## src/rtl/alu_seq.sv

```systemverilog
// alu_seq: multi-cycle ALU with valid/ready handshakes on operands and result.
// Logic ops, ADD and SUB finish at the accept edge. Shifts move one bit per
// cycle and MUL is a shift-add loop running WIDTH cycles. Y and the N/Z/C/V
// flags are registered and stay stable in HOLD until the result is taken.
//
// Handshake: an operation is accepted on a rising edge where in_valid and
// in_ready are both 1, and a result is taken on a rising edge where out_valid
// and out_ready are both 1. in_ready is 1 only in IDLE and out_valid is 1 only
// in HOLD, so the earliest next accept comes two cycles after the previous one.
module alu_seq #(
  parameter int WIDTH = 32
) (
  input  logic             clk,
  input  logic             rst,
  input  logic             in_valid,
  output logic             in_ready,
  input  logic [WIDTH-1:0] A,
  input  logic [WIDTH-1:0] B,
  input  logic [3:0]       sel,
  input  logic             Cin,
  output logic             out_valid,
  input  logic             out_ready,
  output logic [WIDTH-1:0] Y,
  output logic             Cout,
  output logic             Negative,
  output logic             Zero,
  output logic             Overflow,
  output logic [1:0]       o_dbg_state
);
  localparam int SHW = $clog2(WIDTH);
  localparam int CW  = SHW + 1;
  localparam int DW  = 2 * WIDTH;

  localparam logic [3:0] OP_AND  = 4'b0000;
  localparam logic [3:0] OP_OR   = 4'b0001;
  localparam logic [3:0] OP_NOTA = 4'b0010;
  localparam logic [3:0] OP_NOR  = 4'b0011;
  localparam logic [3:0] OP_XOR  = 4'b0100;
  localparam logic [3:0] OP_NAND = 4'b0101;
  localparam logic [3:0] OP_ADD  = 4'b0110;
  localparam logic [3:0] OP_SUB  = 4'b0111;
  localparam logic [3:0] OP_SLL  = 4'b1000;
  localparam logic [3:0] OP_SRL  = 4'b1001;
  localparam logic [3:0] OP_SRA  = 4'b1010;
  localparam logic [3:0] OP_MUL  = 4'b1011;

  typedef enum logic [1:0] {
    S_IDLE = 2'd0,
    S_EXEC = 2'd1,
    S_HOLD = 2'd2
  } state_t;

  state_t           r_state;
  logic [3:0]       r_sel;
  logic [WIDTH-1:0] r_work;
  logic [CW-1:0]    r_cnt;
  logic [DW-1:0]    r_acc;
  logic [DW-1:0]    r_mcand;
  logic [WIDTH-1:0] r_mplier;
  logic [WIDTH-1:0] r_y;
  logic             r_c, r_n, r_z, r_v;
  logic             r_in_ready, r_out_valid;

  logic [SHW-1:0]   w_shamt;
  logic             w_is_shift;
  logic             w_is_mul;
  logic [WIDTH:0]   w_add;
  logic [WIDTH:0]   w_sub;
  logic [WIDTH-1:0] w_sc_y;
  logic             w_sc_c, w_sc_v;
  logic [WIDTH-1:0] w_sh_next;
  logic             w_sh_out;
  logic [DW-1:0]    w_acc_next;
  logic [WIDTH-1:0] w_fin_y;
  logic             w_fin_c;

  assign w_shamt    = B[SHW-1:0];
  assign w_is_shift = (sel == OP_SLL) || (sel == OP_SRL) || (sel == OP_SRA);
  assign w_is_mul   = (sel == OP_MUL);
  assign w_add      = {1'b0, A} + {1'b0, B} + {{WIDTH{1'b0}}, Cin};
  assign w_sub      = {1'b0, A} + {1'b0, ~B} + {{WIDTH{1'b0}}, 1'b1};

  // Result of the ops that complete at the accept edge (incl. zero-length shifts)
  always_comb begin
    w_sc_y = '0;
    w_sc_c = 1'b0;
    w_sc_v = 1'b0;
    case (sel)
      OP_AND:  w_sc_y = A & B;
      OP_OR:   w_sc_y = A | B;
      OP_NOTA: w_sc_y = ~A;
      OP_NOR:  w_sc_y = ~(A | B);
      OP_XOR:  w_sc_y = A ^ B;
      OP_NAND: w_sc_y = ~(A & B);
      OP_ADD: begin
        w_sc_y = w_add[WIDTH-1:0];
        w_sc_c = w_add[WIDTH];
        w_sc_v = (A[WIDTH-1] == B[WIDTH-1]) && (w_add[WIDTH-1] != A[WIDTH-1]);
      end
      OP_SUB: begin
        w_sc_y = w_sub[WIDTH-1:0];
        w_sc_c = w_sub[WIDTH];
        w_sc_v = (A[WIDTH-1] != B[WIDTH-1]) && (w_sub[WIDTH-1] != A[WIDTH-1]);
      end
      OP_SLL, OP_SRL, OP_SRA: w_sc_y = A;
      default: ;
    endcase
  end

  // One-bit shift step of the work register and the bit that falls out
  always_comb begin
    w_sh_next = r_work;
    w_sh_out  = 1'b0;
    case (r_sel)
      OP_SLL: begin
        w_sh_next = {r_work[WIDTH-2:0], 1'b0};
        w_sh_out  = r_work[WIDTH-1];
      end
      OP_SRL: begin
        w_sh_next = {1'b0, r_work[WIDTH-1:1]};
        w_sh_out  = r_work[0];
      end
      OP_SRA: begin
        w_sh_next = {r_work[WIDTH-1], r_work[WIDTH-1:1]};
        w_sh_out  = r_work[0];
      end
      default: ;
    endcase
  end

  assign w_acc_next = r_mplier[0] ? (r_acc + r_mcand) : r_acc;
  assign w_fin_y    = (r_sel == OP_MUL) ? w_acc_next[WIDTH-1:0] : w_sh_next;
  assign w_fin_c    = (r_sel == OP_MUL) ? (|w_acc_next[DW-1:WIDTH]) : w_sh_out;

  // Control FSM with datapath registers and registered handshake outputs
  always_ff @(posedge clk) begin
    if (rst) begin
      r_state     <= S_IDLE;
      r_sel       <= '0;
      r_work      <= '0;
      r_cnt       <= '0;
      r_acc       <= '0;
      r_mcand     <= '0;
      r_mplier    <= '0;
      r_y         <= '0;
      r_c         <= 1'b0;
      r_n         <= 1'b0;
      r_z         <= 1'b0;
      r_v         <= 1'b0;
      r_in_ready  <= 1'b1;
      r_out_valid <= 1'b0;
    end else begin
      case (r_state)
        S_IDLE: begin
          if (in_valid) begin
            r_sel      <= sel;
            r_in_ready <= 1'b0;
            if (w_is_mul) begin
              r_acc    <= '0;
              r_mcand  <= {{WIDTH{1'b0}}, A};
              r_mplier <= B;
              r_cnt    <= CW'(WIDTH);
              r_state  <= S_EXEC;
            end else if (w_is_shift && (w_shamt != '0)) begin
              r_work  <= A;
              r_cnt   <= {1'b0, w_shamt};
              r_state <= S_EXEC;
            end else begin
              r_y         <= w_sc_y;
              r_c         <= w_sc_c;
              r_v         <= w_sc_v;
              r_n         <= w_sc_y[WIDTH-1];
              r_z         <= (w_sc_y == '0);
              r_out_valid <= 1'b1;
              r_state     <= S_HOLD;
            end
          end
        end
        S_EXEC: begin
          r_work   <= w_sh_next;
          r_acc    <= w_acc_next;
          r_mcand  <= r_mcand << 1;
          r_mplier <= r_mplier >> 1;
          r_cnt    <= r_cnt - CW'(1);
          if (r_cnt == CW'(1)) begin
            r_y         <= w_fin_y;
            r_c         <= w_fin_c;
            r_v         <= 1'b0;
            r_n         <= w_fin_y[WIDTH-1];
            r_z         <= (w_fin_y == '0);
            r_out_valid <= 1'b1;
            r_state     <= S_HOLD;
          end
        end
        S_HOLD: begin
          if (out_ready) begin
            r_out_valid <= 1'b0;
            r_in_ready  <= 1'b1;
            r_state     <= S_IDLE;
          end
        end
        default: r_state <= S_IDLE;
      endcase
    end
  end

  assign in_ready    = r_in_ready;
  assign out_valid   = r_out_valid;
  assign Y           = r_y;
  assign Cout        = r_c;
  assign Negative    = r_n;
  assign Zero        = r_z;
  assign Overflow    = r_v;
  assign o_dbg_state = r_state;
endmodule
```

## config.mk

```make
export PLATFORM = sky130hd
export DESIGN_NAME = alu_seq
export DESIGN_NICKNAME = d
export VERILOG_FILES = /design/src/rtl/alu_seq.sv
export SDC_FILE = /design/constraint.sdc
export NUM_CORES = 1
export LEC_CHECK = 0
export CAP_MARGIN = 5
export CORE_UTILIZATION = 37
export CTS_CLUSTER_DIAMETER = 100
export DETAILED_ROUTE_END_ITERATION = 7
export PLACE_DENSITY = 0.51
export REMOVE_ABC_BUFFERS = 1
export SETUP_SLACK_MARGIN = 0.15
export SLEW_MARGIN = 40
export SYNTH_ARGS = -nofsm -noshare
export SYNTH_HDL_FRONTEND = slang
export SYNTH_SLANG_ARGS = --single-unit
```

## constraint.sdc

```tcl
create_clock -name clk -period 7 [get_ports clk]
set_clock_uncertainty 0.05 [all_clocks]
set_input_delay 1.4 -clock clk [delete_from_list [all_inputs] [get_ports clk]]
set_output_delay 1.4 -clock clk [all_outputs]
set_load 0.03 [all_outputs]
```

---- Word-level counts from Yosys, hierarchy flattened ----
Cells that the tools add are included.
operators by class
  eq/ne operators ......................... 30
  reduce and logical (&&, ||, !) cells .... 24
  add/subtract/negate cells ............... 6
  bitwise operators ....................... 7
  muxes and demuxes ....................... 65
operators by type and width
  kind                   number
  $mux 32                10
  $mux 64                5
  $pmux 32 s9            1
  $pmux 64 s2            2
  $pmux 32 s2            3
  $not 32->32            4
  $pmux 32 s3            1
  $add 32x32->33         2
  $add 64x64->64         1
  $logic_not 32->1       2
  $add 33x1->33          1
  $add 33x1->33 const B  1
  $and 32x32->32         1
  $eq 4x4->1 const B     8
  $or 32x32->32          1
  $reduce_or 32->1       1
  $xor 32x32->32         1
  $mux 1                 24
  $mux 6                 3
  $eq 4x3->1 const B     4
  $pmux 1 s2             8
  $ne 2x2->1 const B     7
  $pmux 6 s2             1
  $reduce_and 3->1       4
  25 further kinds       36
word-level totals
  output and inout port bits .............. 40
  input port bits ......................... 73
  flip-flop bits (word level) ............. 242
  word-level logic and storage cells ...... 146

---- Logic depth before layout (Yosys ltp) ----
Gate-level depths: netlist (run 1).
  depth in word-level cells ............... 10
  mapped depth ............................ 16
  depth with buffers taken out ............ 15

---- Worst setup path after synthesis (run 1) ----
Ideal clock, no wire load.
  kind .................................... input to register
  from .................................... input A[0]
  to ...................................... register r_z (netlist: Zero)
  buffers on the path ..................... 0
  arrival time ............................ 4.586 ns
  cell stages on the path ................. 14
  library setup time ...................... 0.079 ns
  setup slack ............................. 2.285 ns
  data required time ...................... 6.871 ns
  cells stage by stage .................... fa_1 fa_1 a21o_1 and4_1 a211oi_1 o21ai_0 a221oi_1 o21ai_0 nor4b_2 nand4_1 nor4b_1 and4b_1 nand4_1 o211ai_1
between the ends
  word-level cells in the longest chain between the ends .. 8
  elaborated cells on any way between the ends .. 16
  those cells by class .................... add/sub: 4; mux: 5; bitwise: 6; reduce/logical: 1
RTL lines
  what                                          RTL line  source
  from (decl)                                   17        input logic [WIDTH-1:0] A,
  $add 32x32->33, or another cell as far along  81        assign w_sub = {1'b0, A} + {1'b0, ~B} + {{WIDTH{1'b0}}, 1'b1};
  $add 33x1->33, or another cell as far along   81
  $pmux 32 s9 *                                 88        case (sel)
  $logic_not 32->1 *                            173       r_z <= (w_sc_y == '0);
  $mux 1 *                                      164       end else if (w_is_shift && (w_shamt != '0)) begin
  $mux 1 *                                      158       if (w_is_mul) begin
  $mux 1 *                                      155       if (in_valid) begin
  $pmux 1 s2 *                                  153       case (r_state)
  to (signal assigned)                          173
  to (signal assigned)                          190       r_z <= (w_fin_y == '0);
  to (decl)                                     61        logic r_c, r_n, r_z, r_v;
Mark *: on every way between the ends. The rest lies on a longest branch, timed or not. The select of a mux whose other input is x is not followed.
A chain may end at the register's enable or synchronous reset.

---- Worst setup path after layout (run 1) ----
Same ends and word-level chain as after synthesis.

==> metrics.cfg, run 1 <==
[outcome]
outcome = completed

[sta]
slew_viol_final = 0
max_freq_mhz = 169.5
timing.hold.ws_ps = 404.5
setup_viol = 0
tightest_slew_ps = 866.6
finalCritPeriodShare_pct = 84.30
hold_viol = 0
rsz0062_at_grt = false
max_slew_margin_pct = 42.10
period_needed_ps = 5901

[synth]
synth_cells = 3143
ys_async_sr_fraction_pct = 0
synth_common_cells = nor2_1 (403), a21oi_1 (319), nand2_1 (278), dfxtp_1 (241), clkbuf_1 (197)
ys_ff_latch = 241
synth_top_area_cell = dfxtp_1
yosysMostFrequentCell = nor2_1
ys_seq_area_share_pct = 21.35
synthDistinctLibCells = 100
yosys_warnings = 0
synth_area_um2 = 22600
synth_area_per_cell_um2 = 7.190
synth_top_area_share_pct = 21.35
synthFlopType = dfxtp_1
synth_edf_count = 0
synthTopCellsByArea = dfxtp_1 (21%), ha_1 (9.7%), a21oi_1 (7.1%)

[placement]
io_buffers = 112
place_area_um2 = 24380
dp_hpwl_um = 77730
globalplace.congestion = 0.9774

[power_and_ir_drop]
pwr-share-clk_pct = 40.0
p_int_mw = 2.997
power_density_nw_per_um2 = 184.7
power_frac_seq_pct = 31.7
power_frac_comb_pct = 28.3
switchingPower_mw = 1.728
p_sw_share_pct = 36.56
power_leakage_nw = 9.637
ir_drop_uv = 168.5

[critical_path]
startpoint_type = primary input
cp.required_ps = 7450
worst-path-buf-inv = 2
critPathMaxFanout = 8
crit_slowest_cell = clkdlybuf4s50_1
crit_chain = clkdlybuf4s50_1, fa_1, fa_1, a21o_1, and4_1, a211oi_1, o21ai_0, a221oi_1, o21ai_0, nor4b_2, nand4_1, nor4b_1, buf_4, and4b_1, nand4_1, o211ai_1
r2r_slack_ps = 1820
slowest_delay_ps = 600
arrival_ps = 6350
crit_family = compound AO/OA/AOI/OAI gates
endpoint_kind = flip-flop
crit_type = primary input to flip-flop

[die]
die-area_um2 = 62070
fp-row-count = 90
dieHeight_um = 249.1
start_util_pct = 37.44
io_pins = 113
dieWidth_um = 249.1
core_um2 = 60360

[grt]
grt_pass1_wl_um = 155900
grt.total_usage_pct = 32.49
grt_max_degree = 82
grt-ovfl-total = 0
grt_antenna_before_repair = 6
grt_pass1_vias = 24197

[cts]
root_buffer = clkbuf_16
numCtsBuffers = 34
postCtsSetupBuffers = 0
cts.sinks = 241
clk_latency_ps = 590
htreeDepth = 2
ctsLongestPathBuffers = 3
cts_resized = 0
hold_buffers = 0
cts_tree = done
clk_pin_slew_ps = 60

[detailed_routing]
avgViaCountPerCell = 6.365
via_count = 24976
antenna_left = 0
drt_iter0_drc = 2471
detail_route.drc_violations = 0
drt_first_pass_iters = 8
wl_per_cell_um = 26.52
wl_um = 104100

[layout]
multi_input_area_um2 = 16450
fillers = 6387
nets = 3368
ff_latch_area_um2 = 4826
area_growth_pct = 13.18
final_cell_area_um2 = 25580
drive_above_1_share_pct = 7.866

[hold_path]
hold_path.class = flip-flop to flip-flop

[flow_run]
drv_cap = 0

==> routing by layer <==
metal  vias to the layer above  GRT usage (%)  wire length (µm)
met5                         -              0                43
met4                         6          14.83              5026
met3                       234          4.744              6390
met2                       989          54.42             48260
met1                     12181          41.08             44360
li1                      11566              -                 -
==> cells by family (layout without fill, tap and decap cells) <==
family / Yosys count / count (layout) / synth area share (%)
adder cells (fa/ha/maj): 179 / 179 / 10.04
AND/OR/NAND/NOR: 1072 / 1072 / 21.64
flip-flops: 241 / 241 / 21.35
multiplexers: 119 / 119 / 5.515
other: 0 / 2 / 0
AO/OA/AOI/OAI: 1099 / 1099 / 32.73
XOR/XNOR: 62 / 62 / 2.403
buffers and inverters: 371 / 368 / 6.312
==> cell usage in the layout, fill, tap and decap left out, types with 19 or more instances in the layout <==
cell type / synthesis / layout
a22oi_1: 61 / 61
a21oi_1: 319 / 319
ha_1: 175 / 174
clkdlybuf4s50_1: 0 / 107
nor2_1: 403 / 398
mux2_2: 44 / 44
nand2b_1: 22 / 22
dfxtp_1: 241 / 240
mux2i_1: 75 / 75
xnor2_1: 42 / 42
a211oi_1: 128 / 128
o21a_1: 19 / 19
o211ai_1: 39 / 39
nor2b_1: 24 / 23
o22ai_1: 54 / 54
nand2_1: 278 / 278
buf_4: 1 / 69
a21o_1: 44 / 44
inv_1: 122 / 121
o21bai_1: 25 / 25
a31oi_1: 33 / 32
o21ai_0: 141 / 141
a221oi_1: 21 / 21
nand3_1: 82 / 81
xor2_1: 20 / 20
nor3_1: 101 / 99
nand4_1: 41 / 41
clkbuf_16: 0 / 34
==> power by group through the flow <==
stage / clock network (mW) / registers (mW) / logic (mW)
2_1_floorplan: 0 / 1.57 / 0.704
3_3_place_gp: 0 / 1.52 / 1.30
3_5_place_dp: 0 / 1.53 / 1.31
4_1_cts: 1.93 / 1.50 / 1.31
5_1_grt: 1.97 / 1.50 / 1.42
6_report: 1.89 / 1.50 / 1.34
==> worst min-delay path, stage by stage, from the launching register on <==
cell and delay [ps]:
dfxtp_1 310, nand2_1 50, a21oi_1 50
==> layout make-up <==
| type | count | area share [%] |
|---|---|---|
| repair buffers | 183 | 6.467 |
| multi-input cells | 2531 | 64.34 |
| diodes | 2 | 0.01957 |
| flip-flops and latches | 241 | 18.87 |
| clock inverters | 14 | 0.9491 |
| clock buffers | 46 | 3.698 |
| inverters | 125 | 1.835 |
| well taps | 782 | 3.826 |
==> stage by stage <==
| stage | TNS, ps | power (mW) | utilization [%] | cells | worst slack [ps] |
|---|---|---|---|---|---|
| after CTS | 0 | 4.741 | 42.37 | 3922 | 1209 |
| after global placement | 0 | 2.829 | 40.37 | 3862 | 809.5 |
| after floorplan | -454490 | 2.271 | - | 2897 | -4377 |
| after detailed placement | 0 | 2.832 | 40.40 | 3862 | 633.3 |
| after global routing | 0 | 4.898 | 42.37 | 3923 | 841.6 |
| final | 0 | 4.725 | 42.37 | 3924 | 1099 |
==> flip-flops by register name (all words and copies together) (netlist names) <==
register,flops
o_dbg_state,2
in_ready,1
r_sel,4
r_cnt,6
r_mcand,64
r_acc,64
Y,32
r_mplier,32
out_valid,1
r_work,32
Zero,1
Cout,1
Overflow,1
==> final timing paths <==
check / startpoint / end / depth (start not counted)
min: Y[29] / Y[29] / 2
min reg2reg: Y[29] / Y[29] / 2
max reg2reg: r_mcand[0] / Cout / 14
max: A[0] / Zero / 16
No activity file was read; power rests on OpenSTA's default activity.
==> inputs of run 2 (changes only) <==
Settings changed: PLACE_DENSITY 0.51 to 0.53.
Clock period 7 ns to 5.4 ns, I/O delays scaled along.
==> run 2 against run 1 <==
Against the previous run: utilization is 1.8 points higher; critical path depth did not move; largest cell class unchanged; global-route usage is 0.13 points lower; highest routed layer unchanged.
==> metrics.cfg, run 2 (synthesis results as in run 1) <==
[detailed_routing]
avgViaCountPerCell = 6.259  ; -1.7%
detail_route.drc_violations = 0  ; unchanged
drt_iter0_drc = 2391  ; -3.2%
wl_per_cell_um = 25.54  ; -3.7%
via_count = 25394  ; +1.7%
antenna_left = 0  ; unchanged
wl_um = 103600  ; -0.45%
drt_first_pass_iters = 6  ; -2

[hold_path]
hold_path_end = Y[17]
min_from = Y[17]
whs_path_depth = 2  ; unchanged
hold_path.class = flip-flop to flip-flop

[layout]
final_cell_area_um2 = 26680  ; +4.3%
ff_latch_area_um2 = 4826  ; unchanged
multi_input_area_um2 = 16440  ; about the same
drive_above_1_share_pct = 11.69  ; +3.8 points
area_growth_pct = 18.06
fillers = 6225  ; -2.5%
num_antenna_cells = 0  ; -2
layout_common_cells = nor2_1 (399), a21oi_1 (319), nand2_1 (278), dfxtp_1 (240), buf_4 (192)
final_common_cell = nor2_1
nets = 3500  ; +3.9%
instances_no_fill = 4057  ; +3.4%
top_regs = r_acc (64), r_mcand (64)
utilization_pct = 44.20  ; +1.8 points

[sta]
max_slew_margin_pct = 43.02  ; +0.92 points
hold_viol = 0  ; unchanged
timing.hold.ws_ps = 405.1  ; +0.6970 ps
max_freq_mhz = 200.4
finalWorstSetupSlack_ps = 410.6  ; -688.2 ps
period_needed_ps = 4989
rsz0062_at_grt = false
slew_viol_final = 0  ; unchanged
setup_viol = 0  ; unchanged
finalCritPeriodShare_pct = 92.40
tightest_slew_ps = 847.5  ; -19.12 ps

[die]
fp-row-count = 90  ; unchanged
dieHeight_um = 249.1  ; unchanged
io_pins = 113  ; unchanged
start_util_pct = 37.44  ; unchanged
core_um2 = 60360  ; unchanged
die-area_um2 = 62070  ; unchanged
dieWidth_um = 249.1  ; unchanged

[placement]
globalplace.congestion = 0.9553  ; -2.3%
dp_slack_ps = -238.2  ; -871.5 ps
place_area_um2 = 25440  ; +4.3%
io_buffers = 112  ; unchanged
post-place-cells = 3993  ; +3.4%
dp_hpwl_um = 78630  ; +1.2%

[critical_path]
crit_family = compound AO/OA/AOI/OAI gates
cp.depth = 16  ; unchanged
crit_chain = clkdlybuf4s50_1, buf_12, fa_1, fa_1, a21o_1, and4_1, a211oi_1, buf_4, o31ai_1, o21ai_0, o22ai_1, mux2_2, nor3b_1, buf_4, a311o_1, a21oi_1
cp.required_ps = 5780  ; -1670 ps
startpoint_type = primary input
slowest_delay_ps = 460  ; -140 ps
crit_type = primary input to flip-flop
reg2regPathDepth = 15  ; +1
endpoint_kind = flip-flop
critPathMaxFanout = 4  ; -4
worst-path-buf-inv = 4  ; +2
r2r_slack_ps = 510  ; -1310 ps
r2r-start = r_mcand[0]
crit_slowest_cell = nor3b_1
arrival_ps = 5370  ; -980 ps
timing.rr.end = Cout

[cts]
numCtsBuffers = 35  ; +2.9%
htreeDepth = 2  ; unchanged
postCtsSetupBuffers = 0  ; unchanged
clk_pin_slew_ps = 60  ; about the same
cts_tree = done
clk_latency_ps = 570  ; -20 ps
ctsLongestPathBuffers = 3  ; unchanged
root_buffer = clkbuf_16
cts.sinks = 241  ; unchanged

[grt]
grt_pass1_vias = 24685  ; +2.0%
grt.total_usage_pct = 32.35  ; -0.13 points
grt_max_degree = 127  ; +55%
grt_antenna_before_repair = 4  ; -2
grt-ovfl-total = 0  ; unchanged
grt_pass1_wl_um = 155800  ; about the same

[power_and_ir_drop]
ir_drop_uv = 229.5  ; +36%
power_leakage_nw = 10.31  ; +7.0%
power_density_nw_per_um2 = 236.0  ; +28%

[flow_run]
drv_cap = 0  ; unchanged

[outcome]
outcome = completed

run 2: metrics by stage:
step | power [mW] | TNS [ps]
5_1_grt | 6.531 | 0
2_1_floorplan | 2.944 | -829050
3_3_place_gp | 3.785 | -713.8
3_5_place_dp | 3.790 | -785.9
4_1_cts | 6.311 | 0
6_report | 6.296 | 0
run 2: where the power goes:
group | switching [mW] | leakage, nW | total (mW) | internal, mW
registers | 0.0873 | 1.95 | 1.95 | 1.86
clock network | 0.995 | 0.592 | 2.50 | 1.51
logic | 1.16 | 7.77 | 1.85 | 0.689
total | 2.24 | 10.3 | 6.30 | 4.05
run 2: routing by layer:
| layer | part of all wire (%) | global-route usage [%] | routed length [µm] | vias up |
|---|---|---|---|---|
| li1 | - | - | - | 11835 |
| met1 | 43 | 41.67 | 44370 | 12346 |
| met2 | 47 | 54.44 | 48560 | 1004 |
| met3 | 6.1 | 4.086 | 6302 | 205 |
| met4 | 4.2 | 13.25 | 4360 | 4 |
| met5 | 0.024 | 0 | 25 | - |
run 2: what timing repair did:
action / in CTS / in global routing
hold buffers: 0 / 0
gates resized for setup: 0 / 1
endpoints found under the setup margin: 0 / 1
run 2: final cells by class:
cell class | instances | area share (%)
repair buffers | 314 | 10.23
inverters | 125 | 1.759
clock buffers | 44 | 3.560
multi-input cells | 2531 | 61.62
well taps | 782 | 3.668
clock inverters | 20 | 1.074
flip-flops and latches | 241 | 18.09
run 2: worst max-delay path by stage:
stage / start / end / slack [ps]
floorplan: o_dbg_state[0] / r_acc[1] / -5980
global placement: B[2] / Y[31] / -250
detailed placement: B[2] / Y[31] / -240
CTS: B[2] / Y[31] / 340
global route: A[0] / Cout / 210
finish: B[0] / Y[16] / 410
run 2: worst register-to-register path: stages (launching register included):
cell	delay, ps
dfxtp_1	360
ha_1	260
fa_1	470
a21o_1	210
a221oi_2	390
o221ai_2	320
a311oi_2	490
nor4_1	160
nor3_2	470
o21a_1	270
o41ai_1	120
xor2_1	180
a2111o_1	540
nor4_1	240
buf_4	200
a21oi_1	60
==> inputs of run 3 (changes only) <==
Settings changed: CELL_PAD_IN_SITES_DETAIL_PLACEMENT set to 0, CELL_PAD_IN_SITES_GLOBAL_PLACEMENT set to 1, CORE_UTILIZATION 37 to 30, PLACE_DENSITY 0.53 to 0.58.
==> run 3 against run 2 <==
Against the previous run: critical path depth up 2; global-route usage down 4.9 points; count of clock-buffer cells in the layout up 9; first-iteration DRC count down 16%; cell area up 1.4%; critical endpoint is now Zero; non-clock buffer count up 33; largest power group unchanged; utilization down 7.9 points; final cell count up 5.4%; highest routed layer unchanged; combinational power about the same.
==> metrics.cfg, run 3 (synthesis results as in run 1) <==
[critical_path]
cp.required_ps = 5850  ; +70 ps
crit_type = primary input to flip-flop
startpoint_type = primary input
reg2regPathDepth = 15  ; unchanged
arrival_ps = 5430  ; +60 ps
r2r-start = r_mcand[0]
r2r_slack_ps = 680  ; +170 ps
critPathMaxFanout = 3  ; -1
endpoint_kind = flip-flop
timing.rr.end = Cout

[detailed_routing]
detail_route.drc_violations = 0  ; unchanged
avgViaCountPerCell = 5.924  ; -5.4%
wl_um = 108100  ; +4.4%
drt_iter0_drc = 2009  ; -16%
via_count = 25332  ; -0.24%
wl_per_cell_um = 25.29  ; -0.98%
drt_first_pass_iters = 8  ; +2
antenna_left = 0  ; unchanged

[cts]
cts_tree = done
htreeDepth = 2  ; unchanged
root_buffer = clkbuf_16
hold_buffers = 0  ; unchanged
cts_resized = 0  ; unchanged
clk_pin_slew_ps = 60  ; about the same
ctsLongestPathBuffers = 3  ; unchanged
cts.sinks = 241  ; unchanged
postCtsSetupBuffers = 0  ; unchanged
clk_latency_ps = 580  ; about the same
numCtsBuffers = 35  ; unchanged

[layout]
final_common_cell = nor2_1
nets = 3533  ; +0.94%
area_growth_pct = 19.65
drive_above_1_share_pct = 12.40  ; +0.70 points
num_antenna_cells = 0  ; unchanged
top_regs = r_acc (64), r_mcand (64)
layout_common_cells = nor2_1 (400), a21oi_1 (319), nand2_1 (278), dfxtp_1 (240), buf_4 (229)
utilization_pct = 36.32  ; -7.9 points
instances_no_fill = 4276  ; +5.4%

[sta]
max_freq_mhz = 200.6  ; about the same
max_slew_margin_pct = 39.93  ; -3.1 points
setup_viol = 0  ; unchanged
rsz0062_at_grt = false
hold_viol = 0  ; unchanged
timing.hold.ws_ps = 403.3  ; -1.843 ps
finalCritPeriodShare_pct = 92.33  ; about the same
tightest_slew_ps = 901.1  ; +53.65 ps
period_needed_ps = 4986  ; -3.693 ps
slew_viol_final = 0  ; unchanged
finalWorstSetupSlack_ps = 414.3  ; +3.693 ps

[placement]
post-place-cells = 4213  ; +5.5%
dp_slack_ps = -108.5  ; +129.7 ps
globalplace.congestion = 0.9760  ; +2.2%
dp_hpwl_um = 82360  ; +4.7%
io_buffers = 112  ; unchanged

[power_and_ir_drop]
ir_drop_uv = 200.9  ; -12%
power_leakage_nw = 10.44  ; +1.2%
power_density_nw_per_um2 = 229.1  ; -3.0%
p_total_mw = 6.193  ; -1.6%

[die]
fp-row-count = 100  ; +11%
dieWidth_um = 276.5  ; +11%
io_pins = 113  ; unchanged
core_um2 = 74450  ; +23%
die-area_um2 = 76430  ; +23%
dieHeight_um = 276.5  ; +11%
start_util_pct = 30.35  ; -7.1 points

[grt]
grt_util_met2_pct = 47.23  ; -7.2 points
met3_usage_pct = 2.645  ; -1.4 points
grt_pass1_wl_um = 161500  ; +3.7%
grt_max_degree = 90  ; -29%
global_route.usage.met1_pct = 35.49  ; -6.2 points
grt_antenna_before_repair = 3  ; -1
grt.total_usage_pct = 27.42  ; -4.9 points
grt_pass1_vias = 24747  ; +0.25%
top_usage_layer = met2
grt-ovfl-total = 0  ; unchanged

[hold_path]
min_from = Y[25]
hold_path_end = Y[25]
whs_path_depth = 2  ; unchanged
hold_path.class = flip-flop to flip-flop

[flow_run]
drv_cap = 0  ; unchanged

[outcome]
outcome = completed

run 3: worst max-delay path by stage:
stage	startpoint	end	slack (ps)	cells after the start
finish	A[0]	Zero	410	18
global route	A[0]	Zero	170	17
CTS	B[0]	Zero	480	17
detailed placement	B[0]	Zero	-110	18
global placement	B[0]	Zero	-180	18
floorplan	o_dbg_state[0]	r_acc[1]	-5980	6
run 3: cell type report:
cell class                 count  area [µm²]
clock inverter                10       125.1
multi-input combinational   2531       16460
tap                          969        1212
fill                        7881       47410
sequential                   241        4828
timing repair buffer         347        2929
inverter                     125       469.2
clock buffer                  53        1013
run 3: per-stage QoR:
step                TNS (ps)  instance area, µm²
CTS                        0               27030
detailed placement    -254.0               25890
finish                     0               27040
floorplan            -829050               21640
global placement      -294.5               25870
global route               0               27040
run 3: critical path, stage by stage:
cell	delay [ps]
clkdlybuf4s50_1	640
buf_4	180
inv_1	50
ha_1	230
fa_1	410
o21ba_2	250
or4_1	480
nand3_1	110
a21oi_1	110
o41ai_2	210
buf_4	190
a211oi_1	110
nor4_1	310
nor4_1	100
a311oi_1	410
and4_1	250
nand4_1	130
o211ai_1	190
run 3: power breakdown:
group | switching, mW | internal (mW)
clock network | 0.974 | 1.40
registers | 0.0876 | 1.86
logic | 1.17 | 0.704
total | 2.23 | 3.96
run 3: routing by layer:
metal	vias up	part of all wire, %
li1	11879	-
met1	12385	44
met2	883	48
met3	181	5.2
met4	4	3.6
met5	-	0.030
